==> src/rtl/pc_pipe_unit_if.sv <==
// ----------------------------------------------------------------------------
// pc_pipe_unit_if
//   Control and status bundle between the fetch controller and the PC unit.
//   master : drives the control requests (stall, halt, redirect, trap) and
//            observes the PC outputs.
//   slave  : the PC unit itself.
//   Signals
//     stall          hold PC and pipeline
//     halt_req       request to stop fetching
//     redirect_valid branch/jump taken, target on redirect_pc
//     trap_valid     exception/trap request
//     pc_o           registered fetch PC
//     pc_next_o      value pc_o takes at the next edge
//     pc_pipe_o      flattened PC shadow stages, stage k at [k*ADDR_W +: ADDR_W]
//     pc_valid_o     per-stage valid
//     misalign_o     one-cycle pulse on a misaligned redirect
//     state_o        0=BOOT, 1=RUN, 2=HALT
// ----------------------------------------------------------------------------
interface pc_pipe_unit_if #(
    parameter int ADDR_W = 16,
    parameter int DEPTH  = 2
);
    logic                      stall;
    logic                      halt_req;
    logic                      redirect_valid;
    logic [ADDR_W-1:0]         redirect_pc;
    logic                      trap_valid;
    logic [ADDR_W-1:0]         pc_o;
    logic [ADDR_W-1:0]         pc_next_o;
    logic [DEPTH*ADDR_W-1:0]   pc_pipe_o;
    logic [DEPTH-1:0]          pc_valid_o;
    logic                      misalign_o;
    logic [1:0]                state_o;

    modport master (
        output stall, halt_req, redirect_valid, redirect_pc, trap_valid,
        input  pc_o, pc_next_o, pc_pipe_o, pc_valid_o, misalign_o, state_o
    );

    modport slave (
        input  stall, halt_req, redirect_valid, redirect_pc, trap_valid,
        output pc_o, pc_next_o, pc_pipe_o, pc_valid_o, misalign_o, state_o
    );
endinterface

==> src/rtl/pc_pipe_unit.sv <==
// ----------------------------------------------------------------------------
// pc_pipe_unit
//   Program-counter generator with a PC shadow pipeline of DEPTH stages.
//   After reset the unit sits in BOOT for BOOT_CYCLES cycles, then fetches
//   sequentially in RUN. Trap and redirect flush the shadow valids; halt stops
//   the PC and lets the pipeline drain with bubbles.
//   Ports
//     clk   rising-edge clock
//     rst   asynchronous reset, active low
//     bus   pc_pipe_unit_if.slave (control requests in, PC/status out)
// ----------------------------------------------------------------------------

// One shadow stage: captures its input on shift, drops its valid on flush.
module pc_pipe_stage #(
    parameter int ADDR_W = 16
) (
    input  logic              clk,
    input  logic              rst,
    input  logic              shift_i,
    input  logic              flush_i,
    input  logic [ADDR_W-1:0] pc_i,
    input  logic              vld_i,
    output logic [ADDR_W-1:0] pc_o,
    output logic              vld_o
);
    logic [ADDR_W-1:0] pc_q;
    logic              vld_q;

    always_ff @(posedge clk or negedge rst) begin
        if (!rst) begin
            pc_q  <= '0;
            vld_q <= 1'b0;
        end else begin
            if (shift_i) pc_q <= pc_i;
            // flush and shift are mutually exclusive; flush keeps the value
            if (flush_i)      vld_q <= 1'b0;
            else if (shift_i) vld_q <= vld_i;
        end
    end

    assign pc_o  = pc_q;
    assign vld_o = vld_q;
endmodule

module pc_pipe_unit #(
    parameter int                ADDR_W      = 16,
    parameter int                INST_BYTES  = 2,
    parameter logic [ADDR_W-1:0] RESET_VEC   = '0,
    parameter logic [ADDR_W-1:0] TRAP_VEC    = ADDR_W'(16'h0100),
    parameter int                DEPTH       = 2,
    parameter int                BOOT_CYCLES = 2
) (
    input  logic           clk,
    input  logic           rst,
    pc_pipe_unit_if.slave  bus
);
    typedef enum logic [1:0] {
        ST_BOOT = 2'd0,
        ST_RUN  = 2'd1,
        ST_HALT = 2'd2
    } state_e;

    // Low address bits that must be zero for an aligned instruction.
    localparam logic [ADDR_W-1:0] ALIGN_MASK = ADDR_W'(INST_BYTES - 1);
    localparam logic [ADDR_W-1:0] PC_INC     = ADDR_W'(INST_BYTES);

    state_e            state_q, state_d;
    logic [3:0]        boot_cnt_q, boot_cnt_d;
    logic [ADDR_W-1:0] pc_q, pc_d;
    logic              misalign_q, misalign_d;

    // pipeline controls
    logic              shift;
    logic              flush;
    logic              push_vld;

    logic [DEPTH-1:0][ADDR_W-1:0] stage_pc;
    logic [DEPTH-1:0]             vld_pipe;

    // ------------------------------------------------------------------
    // Registers
    // ------------------------------------------------------------------
    always_ff @(posedge clk or negedge rst) begin
        if (!rst) begin
            state_q    <= ST_BOOT;
            boot_cnt_q <= '0;
            pc_q       <= RESET_VEC;
            misalign_q <= 1'b0;
        end else begin
            state_q    <= state_d;
            boot_cnt_q <= boot_cnt_d;
            pc_q       <= pc_d;
            misalign_q <= misalign_d;
        end
    end

    // ------------------------------------------------------------------
    // Next-state / control
    // ------------------------------------------------------------------
    always_comb begin
        state_d    = state_q;
        boot_cnt_d = boot_cnt_q;
        pc_d       = pc_q;
        misalign_d = 1'b0;
        shift      = 1'b0;
        flush      = 1'b0;
        push_vld   = 1'b0;

        unique case (state_q)
            ST_BOOT: begin
                // Every request is ignored while booting.
                boot_cnt_d = boot_cnt_q + 4'd1;
                if (int'(boot_cnt_q) + 1 >= BOOT_CYCLES) state_d = ST_RUN;
            end
            ST_RUN, ST_HALT: begin
                if (bus.trap_valid) begin
                    pc_d    = TRAP_VEC;
                    flush   = 1'b1;
                    state_d = ST_RUN;
                end else if (bus.redirect_valid) begin
                    pc_d       = bus.redirect_pc & ~ALIGN_MASK;
                    misalign_d = |(bus.redirect_pc & ALIGN_MASK);
                    flush      = 1'b1;
                    state_d    = ST_RUN;
                end else if (bus.stall) begin
                    // full hold; halt_req is not looked at
                end else if (state_q == ST_HALT) begin
                    shift = 1'b1;          // bubble drains the pipe
                end else if (bus.halt_req) begin
                    state_d = ST_HALT;
                    shift   = 1'b1;        // bubble, PC holds
                end else begin
                    pc_d     = pc_q + PC_INC;
                    shift    = 1'b1;
                    push_vld = 1'b1;
                end
            end
            default: begin
                state_d = ST_BOOT;
            end
        endcase
    end

    // ------------------------------------------------------------------
    // Shadow pipeline
    // ------------------------------------------------------------------
    for (genvar k = 0; k < DEPTH; k++) begin : g_stage
        logic [ADDR_W-1:0] in_pc;
        logic              in_vld;
        if (k == 0) begin : g_head
            assign in_pc  = pc_q;
            assign in_vld = push_vld;
        end else begin : g_tail
            assign in_pc  = stage_pc[k-1];
            assign in_vld = vld_pipe[k-1];
        end
        pc_pipe_stage #(.ADDR_W(ADDR_W)) u_stage (
            .clk     (clk),
            .rst     (rst),
            .shift_i (shift),
            .flush_i (flush),
            .pc_i    (in_pc),
            .vld_i   (in_vld),
            .pc_o    (stage_pc[k]),
            .vld_o   (vld_pipe[k])
        );
    end

    // ------------------------------------------------------------------
    // Outputs
    // ------------------------------------------------------------------
    assign bus.pc_o       = pc_q;
    assign bus.pc_next_o  = pc_d;
    assign bus.pc_pipe_o  = stage_pc;   // packed layout already matches
    assign bus.pc_valid_o = vld_pipe;
    assign bus.misalign_o = misalign_q;
    assign bus.state_o    = state_q;
endmodule

==> src/flat_wrapper.sv <==
// flat-port wrapper written by rule: the top's interface ports become plain ports
module pc_pipe_unit_flat 
#(
    parameter int                ADDR_W      = 16,
    parameter int                INST_BYTES  = 2,
    parameter logic [ADDR_W-1:0] RESET_VEC   = '0,
    parameter logic [ADDR_W-1:0] TRAP_VEC    = ADDR_W'(16'h0100),
    parameter int                DEPTH       = 2,
    parameter int                BOOT_CYCLES = 2
)
  (clk, rst, bus_stall, bus_halt_req, bus_redirect_valid, bus_redirect_pc, bus_trap_valid, bus_pc_o, bus_pc_next_o, bus_pc_pipe_o, bus_pc_valid_o, bus_misalign_o, bus_state_o);
  pc_pipe_unit_if #(.ADDR_W(ADDR_W), .DEPTH(DEPTH)) bus_i ();
  input  logic clk;
  input  logic rst;
  input wire logic [$bits(bus_i.stall)-1:0] bus_stall;
  input wire logic [$bits(bus_i.halt_req)-1:0] bus_halt_req;
  input wire logic [$bits(bus_i.redirect_valid)-1:0] bus_redirect_valid;
  input wire logic [$bits(bus_i.redirect_pc)-1:0] bus_redirect_pc;
  input wire logic [$bits(bus_i.trap_valid)-1:0] bus_trap_valid;
  output wire logic [$bits(bus_i.pc_o)-1:0] bus_pc_o;
  output wire logic [$bits(bus_i.pc_next_o)-1:0] bus_pc_next_o;
  output wire logic [$bits(bus_i.pc_pipe_o)-1:0] bus_pc_pipe_o;
  output wire logic [$bits(bus_i.pc_valid_o)-1:0] bus_pc_valid_o;
  output wire logic [$bits(bus_i.misalign_o)-1:0] bus_misalign_o;
  output wire logic [$bits(bus_i.state_o)-1:0] bus_state_o;
  assign bus_i.stall = bus_stall;
  assign bus_i.halt_req = bus_halt_req;
  assign bus_i.redirect_valid = bus_redirect_valid;
  assign bus_i.redirect_pc = bus_redirect_pc;
  assign bus_i.trap_valid = bus_trap_valid;
  assign bus_pc_o = bus_i.pc_o;
  assign bus_pc_next_o = bus_i.pc_next_o;
  assign bus_pc_pipe_o = bus_i.pc_pipe_o;
  assign bus_pc_valid_o = bus_i.pc_valid_o;
  assign bus_misalign_o = bus_i.misalign_o;
  assign bus_state_o = bus_i.state_o;
  pc_pipe_unit #(.ADDR_W(ADDR_W), .INST_BYTES(INST_BYTES), .RESET_VEC(RESET_VEC), .TRAP_VEC(TRAP_VEC), .DEPTH(DEPTH), .BOOT_CYCLES(BOOT_CYCLES)) u_core (.clk(clk), .rst(rst), .bus(bus_i));
endmodule
==> config.mk <==
export PLATFORM = sky130hd
export DESIGN_NAME = pc_pipe_unit_flat
export DESIGN_NICKNAME = d
export VERILOG_FILES = /design/src/rtl/pc_pipe_unit_if.sv /design/src/rtl/pc_pipe_unit.sv /design/src/flat_wrapper.sv
export SDC_FILE = /design/constraint.sdc
export NUM_CORES = 1
export LEC_CHECK = 0
export BUFFER_PORTS_ARGS = -buffer_cell sky130_fd_sc_hd__buf_2
export CAP_MARGIN = 20
export CORE_MARGIN = 2
export CORE_UTILIZATION = 50
export CTS_CLUSTER_SIZE = 16
export DETAILED_ROUTE_END_ITERATION = 8
export PLACE_DENSITY_LB_ADDON = 0.2
export RECOVER_POWER = 50
export SYNTH_ARGS = -nofsm -noshare
export SYNTH_HDL_FRONTEND = slang
export SYNTH_SLANG_ARGS = --single-unit
==> constraint.sdc <==
create_clock -name clk -period 3.19 [get_ports clk]
set_input_delay 0.1595 -clock clk [delete_from_list [all_inputs] [get_ports clk]]
set_output_delay 0.1595 -clock clk [all_outputs]
set_load 0.05 [all_outputs]
==> summary.md <==
| Metric | Value |
|---|---|
| Run status | `complete, no violations` |
| Post-synth top cells | `dfrtp_1 (57), mux2_2 (35), nand2_1 (25)` |
| Initial antenna violation count | `0` |
| Fin crit share | `94.13%` |
| CP Capture Type | `output port` |
| Synth top area share | `50.76%` |
| Dominant synthesized flop cell | `dfrtp_1` |
| Die width | `78.97 microns` |
| Half-perimeter wire length after placement | `4932 microns` |
| Netlist cell types | `48` |
| H-tree levels | `3` |
| TritonCTS Buffers | `9` |
| Die height | `78.97 microns` |
| Max-slew headroom | `18.45%` |
| Startpoint types | `flop` |
| Busiest layer in global routing | `met2` |
| Clk_lat worst skew | `340 ps` |
| Register bit count reported by yosys | `57` |
| CP Launch Point | `u_core.bus.state_o[0]$_DFFE_PN0P_` |
| Worst path slowest cell | `or4b_1` |
| Pin count of the biggest net entering global routing | `46` |
| Final std cells w/o fill | `419` |
| Yosys warns | `0` |
| Via count | `2,327` |
| Die area | `0.006236 sq mm` |
| Ports | `91` |
| RSZ-0062 raised after global routing | `false` |
| Maxcap violations | `0` |
| Total grt overflow | `0` |
| Clock Tree Root | `clkbuf_8` |
| Layout cell share with drive strength beyond 1 | `33.43%` |
| Crit Path Max Fanout | `10` |
| 1st-iter DRT viols | `128` |
| DRC viols | `0` |
| R2r startpoint | `u_core.bus.state_o[0]$_DFFE_PN0P_` |
| Hold path startpoint | `bus_redirect_pc[0]` |
| Post-route worst setup slack | `187.2 ps` |
| CP Cell Sequence | `inv_1 > ha_1 > or4b_1 > nor4_1 > mux2_2 > o211ai_1 > buf_2` |
| Buffer count from post-CTS setup fixing | `0` |
| 1st-pass router iterations | `4` |
| Worst endpoint data arrival time | `2840 ps` |
| CTS Sinks | `57` |
| Worst Hold Class | `input pin to flop` |
| Tightest Pin Transition | `1223 ps` |
| Average wire per standard cell | `16.69 microns` |
| CTS tree | `done` |
| First-pass GRT wire length | `11,280 microns` |
| Pins over their slew limit | `0` |
| Met2 Track Usage GR | `36.95%` |
| Cell count after synthesis | `251` |
| Asr flop ratio synth | `100.0%` |
| CP Data Required Time | `3030 ps` |
| Fill cell count | `483` |
| Vias per cell | `5.554` |
| Clock Path Buffers | `2` |
| RePlAce Congestion | `0.8485` |
| Nets | `371` |
| Crit path time final | `3003 ps` |
| Syn Std Cell Area | `0.002810 sq mm` |
| CP peak stage delay | `730 ps` |
| Rows | `27` |
| M3 GR Usage | `6.023%` |
| Sequential fraction of the synthesis area | `50.76%` |
| Syn Area/Cell | `11.20 sq um` |
| Vias in the first global route | `2,320` |
| Count leader, synth | `dfrtp_1` |
| Clk_skew | `8.159 ps` |
| Net Count, Synth | `280` |
| Final setup fails | `0` |
| Achievable Freq | `0.3330 GHz` |
| Placed cells | `401` |
| Grt met1 use | `30.59%` |
| Antenna Nets Post-Route | `0` |
| Post-synth EDFFs | `0` |
| # diodes | `0` |
| WL final | `6992 microns` |
| Hold Vio Cnt, Final | `0` |
| Fin Setup TNS | `0 ps` |
| Global-route usage over all layers | `23.61%` |
| Starting Density | `51.35%` |
| Largest area contributor in the netlist | `dfrtp_1` |
| Area grow syn2layout | `25.91%` |
| I/O Buffers | `90` |
| Pre-CTS setup slack | `561.5 ps` |
| Area of the core | `0.005473 sq mm` |
| Critical path class | `flop to output port` |
| Clock slew at reported path FFs | `70 ps` |
| Synth area leaders | `dfrtp_1 (51%), mux2_2 (14%), nand2_1 (3.3%)` |
[critical path, delay by kind of cell, from the launching register on]
family	cells	cell delay, ps
flip-flops	1	390
AO/OA/AOI/OAI	1	120
buffers and inverters	2	390
multiplexers	1	360
adder cells (fa/ha/maj)	1	240
AND/OR/NAND/NOR	2	1000
[layout make-up]
cell class,count,area (sq um),area share (%)
sequential,57,1426,40.31
tap,72,90.09,2.546
multi-input combinational,169,1275,36.03
clock inverter,4,97.59,2.758
timing repair buffer,98,457.9,12.94
clock buffer,12,165.2,4.668
inverter,7,26.28,0.7426
[per-stage QoR]
| stage | hold slack (ps) | util (%) | cell area (sq um) |
|---|---|---|---|
| floorplan | -136.1 | - | 2810 |
| global placement | 376.2 | 60.54 | 3313 |
| detailed placement | 393.2 | 60.54 | 3313 |
| CTS | 25.44 | 65.34 | 3576 |
| global route | 58.46 | 64.65 | 3538 |
| finish | 61.52 | 64.65 | 3538 |
[cell usage in the layout, fill, tap and decap left out, drive strengths merged, types with 3 or more instances in the layout]
cell type	count
a32oi	4
nor4	7
ha	7
o211ai	3
a21oi	7
nor2	10
and2	3
o21ai	7
dfrtp	57
clkbuf	50
mux2i	4
nand2	25
inv	7
nand3	8
buf	59
mux2	35
nand2b	3
nor3	8
bufinv	3
a221o	3
nand4	6
[cells by family (layout without fill, tap and decap cells)]
| kind of cell | after synthesis | count (layout) | share of synthesized area [%] |
|---|---|---|---|
| muxes | 39 | 39 | 15.45 |
| adders and majority gates | 7 | 7 | 3.117 |
| DFF | 57 | 57 | 50.76 |
| and+or+nand+nor | 85 | 85 | 16.70 |
| AOI/OAI and AO/OA | 35 | 35 | 8.950 |
| buffers and inverters | 25 | 121 | 4.096 |
| xor gates and xnor gates | 3 | 3 | 0.9352 |
[timing repair]
action,CTS,global route
resized for setup,0,0
endpoints found under the setup margin,0,0
hold buffers,0,1
hold endpoints to repair,0,20
[metal layers]
layer  wire, microns  part of all wire [%]
met5               0                     0
met4             104                   1.5
met3             513                   7.3
met2            3327                    48
met1            3047                    44
[final timing paths]
check                                                   endpoint  slack (ps)  depth (start not counted)
worst max-delay path                           bus_pc_next_o[13]         190                          7
worst min-delay path             u_core.bus.misalign_o$_DFF_PN0_          60                          2
worst max register to register      u_core.bus.pc_o[9]$_DFF_PN0_         860                          6
worst min register to register  u_core.boot_cnt_q[3]$_DFFE_PN0P_         480                          1
max in group asynchronous          u_core.bus.pc_o[15]$_DFF_PN0_         900                          3
min in group asynchronous       u_core.boot_cnt_q[3]$_DFFE_PN0P_         590                          2
[state kept, by name, indices dropped and copies added (netlist names)]
register and cells:
u_core.bus.misalign_o 1, u_core.boot_cnt_q 4, u_core.bus.pc_o 16, u_core.bus.state_o 2, u_core.g_stage.u_stage.vld_o 2, u_core.g_stage.u_stage.pc_o 32
Power is left out: the tool's default activity adds up to more than one toggle a clock period on the data nets, which glitch-free logic cannot reach.
